--- config.mk ---
export PLATFORM = sky130hd
export DESIGN_NAME = control_jugada
export DESIGN_NICKNAME = d
export VERILOG_FILES = /design/src/rtl/control_jugada.sv
export SDC_FILE = /design/constraint.sdc
export NUM_CORES = 1
export LEC_CHECK = 0
export BUFFER_PORTS_ARGS = -buffer_cell sky130_fd_sc_hd__buf_2
export CORE_MARGIN = 3
export CORE_UTILIZATION = 59
export DETAILED_ROUTE_END_ITERATION = 10
export PLACE_DENSITY = 0.84
export SYNTH_ARGS = -nofsm -noshare
export SYNTH_HDL_FRONTEND = slang
export SYNTH_SLANG_ARGS = --single-unit
--- constraint.sdc ---
create_clock -name clk -period 3.43 [get_ports clk]
set_clock_uncertainty 0.1 [all_clocks]
set_input_delay 0 -clock clk [delete_from_list [all_inputs] [get_ports clk]]
set_output_delay 0 -clock clk [all_outputs]
set_load 0.03 [all_outputs]
--- src/rtl/control_jugada.sv ---
`default_nettype none
// +----------------------------------------------------------------------------+
// | Module   : control_jugada                                                  |
// | Brief    : Tic-tac-toe move-entry controller: button sync, move check,     |
// |            board/turn keeping, win/draw detection, 6-bit move word.        |
// | Revision : 1.0                                                             |
// +----------------------------------------------------------------------------+
module control_jugada #(
   parameter int SYNC_STAGES = 2
) (
   input  logic       clk,
   input  logic       rst_n,
   input  logic       botonJugar,
   input  logic [3:0] casillaSel,
   input  logic       nuevoJuego,
   output logic [5:0] registro1,
   output logic [8:0] tableroX,
   output logic [8:0] tableroO,
   output logic       turno,
   output logic [1:0] ganador,
   output logic       empate,
   output logic       jugadaInvalida,
   output logic [3:0] numJugadas
);

   typedef enum logic [2:0] {
      ESPERA  = 3'd0,
      VALIDA  = 3'd1,
      ESCRIBE = 3'd2,
      EVALUA  = 3'd3,
      FIN     = 3'd4
   } estado_t;

   localparam logic [3:0] c_max_casilla = 4'd8;
   localparam logic [3:0] c_total       = 4'd9;

   estado_t                r_estado;
   estado_t                w_siguiente;
   logic [SYNC_STAGES-1:0] r_sync;
   logic                   r_boton_prev;
   logic                   w_pulso;
   logic [3:0]             r_casilla;
   logic [8:0]             w_onehot;
   logic                   w_rechazo;
   logic [8:0]             w_mascara;
   logic                   w_gana;

   function automatic logic f_linea(input logic [8:0] m);
      return (m[0] & m[1] & m[2]) | (m[3] & m[4] & m[5]) | (m[6] & m[7] & m[8]) |
             (m[0] & m[3] & m[6]) | (m[1] & m[4] & m[7]) | (m[2] & m[5] & m[8]) |
             (m[0] & m[4] & m[8]) | (m[2] & m[4] & m[6]);
   endfunction

   always_ff @(posedge clk or negedge rst_n) begin
      if (!rst_n) begin
         r_sync       <= '0;
         r_boton_prev <= 1'b0;
      end else begin
         r_sync       <= {r_sync[SYNC_STAGES-2:0], botonJugar};
         r_boton_prev <= r_sync[SYNC_STAGES-1];
      end
   end

   assign w_pulso   = r_sync[SYNC_STAGES-1] & ~r_boton_prev;
   // Indices above 8 shift the bit out, so they never hit an occupied cell.
   assign w_onehot  = 9'd1 << r_casilla;
   assign w_rechazo = (r_casilla > c_max_casilla) | (|(w_onehot & (tableroX | tableroO)));
   assign w_mascara = turno ? tableroO : tableroX;
   assign w_gana    = f_linea(w_mascara);

   always_ff @(posedge clk or negedge rst_n) begin
      if (!rst_n) r_estado <= ESPERA;
      else        r_estado <= w_siguiente;
   end

   always_comb begin
      w_siguiente = r_estado;
      if (nuevoJuego) begin
         w_siguiente = ESPERA;
      end else begin
         case (r_estado)
            ESPERA:  if (w_pulso) w_siguiente = VALIDA;
            VALIDA:  w_siguiente = w_rechazo ? ESPERA : ESCRIBE;
            ESCRIBE: w_siguiente = EVALUA;
            EVALUA:  w_siguiente = (w_gana || numJugadas == c_total) ? FIN : ESPERA;
            FIN:     w_siguiente = FIN;
            default: w_siguiente = ESPERA;
         endcase
      end
   end

   always_ff @(posedge clk or negedge rst_n) begin
      if (!rst_n) begin
         r_casilla      <= '0;
         registro1      <= '0;
         tableroX       <= '0;
         tableroO       <= '0;
         turno          <= 1'b0;
         ganador        <= 2'b00;
         empate         <= 1'b0;
         jugadaInvalida <= 1'b0;
         numJugadas     <= '0;
      end else begin
         jugadaInvalida <= 1'b0;
         if (nuevoJuego) begin
            registro1  <= '0;
            tableroX   <= '0;
            tableroO   <= '0;
            turno      <= 1'b0;
            ganador    <= 2'b00;
            empate     <= 1'b0;
            numJugadas <= '0;
         end else begin
            case (r_estado)
               ESPERA: if (w_pulso) r_casilla <= casillaSel;
               VALIDA: begin
                  if (w_rechazo) begin
                     jugadaInvalida <= 1'b1;
                     registro1      <= {turno, 1'b0, r_casilla};
                  end
               end
               ESCRIBE: begin
                  if (turno) tableroO <= tableroO | w_onehot;
                  else       tableroX <= tableroX | w_onehot;
                  registro1  <= {turno, 1'b1, r_casilla};
                  numJugadas <= numJugadas + 4'd1;
               end
               EVALUA: begin
                  // A winning 9th move reports the winner, not a draw.
                  if (w_gana)                    ganador <= {turno, ~turno};
                  else if (numJugadas == c_total) empate <= 1'b1;
                  else                           turno   <= ~turno;
               end
               default: ;
            endcase
         end
      end
   end

endmodule
`default_nettype wire

==> flow_summary.yaml <==
run_status:
  status: "finished, final reports clean"
synth:
  synth_seq_cells: 43
  synthFlopType: "dfrtp_1"
  synth_area_leaders: "dfrtp_1 (47%), a21oi_1 (6.4%), nor2_1 (5.0%)"
  synth_cell_types: 47
  synth-edff-count: 0
  syn-num-nets: 237
  yosysWarnings: 0
  synth_top_area_cell: "dfrtp_1"
  synthCells: 227
  synth.top_cell.area_share_pct: 47.4
  avgSynthCellArea_um2: 10.0
  syn_area_mm2: 0.00227
  seq_area_frac_synth_pct: 47.4
  synthArstFlopShare_pct: 100
sta:
  fin_crit_sh_pct: 64.1
  final_hold_viol_count: 0
  tightest_slew_ps: 930
  finalSetupViolCount: 0
  period_needed_ps: 2200
  drv_slew: 0
  rsz0062_at_grt: "false"
  tns_ps: 0
  fmax_ghz: 0.455
  slew-limit-headroom_pct: 38.0
  finalWorstSetupSlack_ps: 1230
placed_design:
  place_congestion: 0.832
  portBuffers: 40
  post-place-ws_ps: 1290
  place_hpwl_um: 3530
grt:
  overflow: 0
  grt_usage_pct: 25.8
  antenna_found_initial: 0
  grt_pass1_wl_um: 8740
  grt_pass1_vias: 1795
  grt_max_degree: 44
final_layout:
  num_antenna_cells: 0
  area_delta_synth_final_pct: 14.8
  nNetsFinal: 274
  final_common_cell: "dfrtp_1"
  layout-drive-gt1-share_pct: 24.9
  layout_common_cells: "dfrtp_1 (43), buf_2 (40), nor2_1 (30)"
routing:
  vias: 1899
  drtIter0Drc: 140
  totalWireLength_um: 5310
  via_per_inst: 6.11
  antenna_left: 0
  drc: 0
  drt_pre_antenna_iters: 4
  drt-wirelength-per-cell_um: 17.1
worst_setup_path:
  critPathLaunchType: "flop"
  critical_path_class: "reg2reg"
  r2r_slack_ps: 1230
  r2r_end: "registro1[1]"
  crit_arrival_ps: 2240
  critPathLaunch: "r_casilla[3]"
  rr_worst_depth: 5
  crit_end: "registro1[1]"
  r2r_start: "r_casilla[3]"
  worst_setup_path_end_kind: "flop"
  worstPathRequired_ps: 3470
  cp_max_fo: 14
clock_tree:
  postCtsSetupRepairBufs: 0
  cts-resized-gates: 0
  cts_max_level: 2
  cts_sinks: 43
  cts-root-buf: "clkbuf_8"
  clock_path_buffers: 2
  cts.clk_slew.worst_paths_ps: 80
  hold_buffers: 6
  cts_tree: "done"
  cts_made_buffers: 5
  insertion_delay_ps: 300
die:
  die_x_um: 68.0
  start_util_pct: 64.5
  core-area_mm2: 0.00352
  rows: 21
  boundaryPins: 41
  die_h_um: 68.0
  die-area_mm2: 0.00463
job:
  cap_violations: 0
hold_path:
  hold_class: "in2reg"
power_and_ir_drop:
  p_per_area_mw_per_mm2: 543
  ir_drop_uv: 453
  p_leak_nw: 1.19
stage by stage:
step                hold slack, ps  cell area (um^2)  cells  total power, mW  util (%)
global placement              11.1              2430    297            0.999      68.9
finish                         151              2610    311             1.42      74.0
global route                   173              2610    311             1.49      74.0
detailed placement            10.6              2430    297             1.01      68.9
CTS                            138              2610    311             1.42      74.0
floorplan                     -396              2270    227            0.944         -
power by group:
group          switching, mW  internal, mW  leakage, nW
Sequential             0.110         0.558        0.580
Combinational          0.209         0.133        0.552
Clock                  0.171         0.236       0.0612
cells in the mapped netlist, drive strengths merged (3+ instances only):
cell type,number
o221ai,5
nor4b,3
a22o,4
mux2,4
nand2,14
a21oi,29
and4bb,3
nand4,6
a21boi,3
nor2,30
dfrtp,43
clkbuf,6
inv,4
buf,10
nand3b,6
or2,3
mux2i,3
a31oi,4
nand2b,12
o21ai,7
sequential cells by signal, indices dropped and copies added (netlist names), 2 cells and up:
name,count
ganador,2
r_sync,2
registro1,6
r_estado,3
tableroO,9
tableroX,9
r_casilla,4
numJugadas,4
routing by layer:
metal  share of wire, %  routed length (um)  GRT usage (%)
met1                 46                2450           36.7
met2                 45                2380           37.3
met5                  0                   0              0
met3                6.7                 353           7.06
met4                2.3                 123           10.4
critical path, cell delays in order, from the launching register on:
cell and delay [ps]:
dfrtp_1 650, and4bb_1 280, a22oi_1 220, and4b_1 390, and2_4 260, o221ai_1 140
final cells by class:
type,instances,area [um^2]
clock inverter,2,35.0
multi-input combinational,164,1080
tap,46,57.6
fill,280,916
inverter,4,15.0
sequential,43,1080
timing repair buffer,46,260
clock buffer,6,82.6
worst min path at each step:
stage,start,end,cells past startpoint
after global placement,botonJugar,r_sync[0],1
final,nuevoJuego,numJugadas[0],2
after detailed placement,botonJugar,r_sync[0],1
after floorplan,rst_n,empate,0
after global routing,nuevoJuego,tableroO[1],2
after CTS,nuevoJuego,numJugadas[3],2
kinds of logic (layout without fill, tap and decap cells):
group	count (synthesis)	in the layout	share of synthesized area, %
compound gates	63	63	18.0
xor+xnor	3	3	1.16
fa+ha+maj	2	2	1.10
buf+inv	20	58	5.07
flops	43	43	47.4
mux	7	7	3.31
simple gates	89	89	24.0
Power figures use the tool's default switching activity.
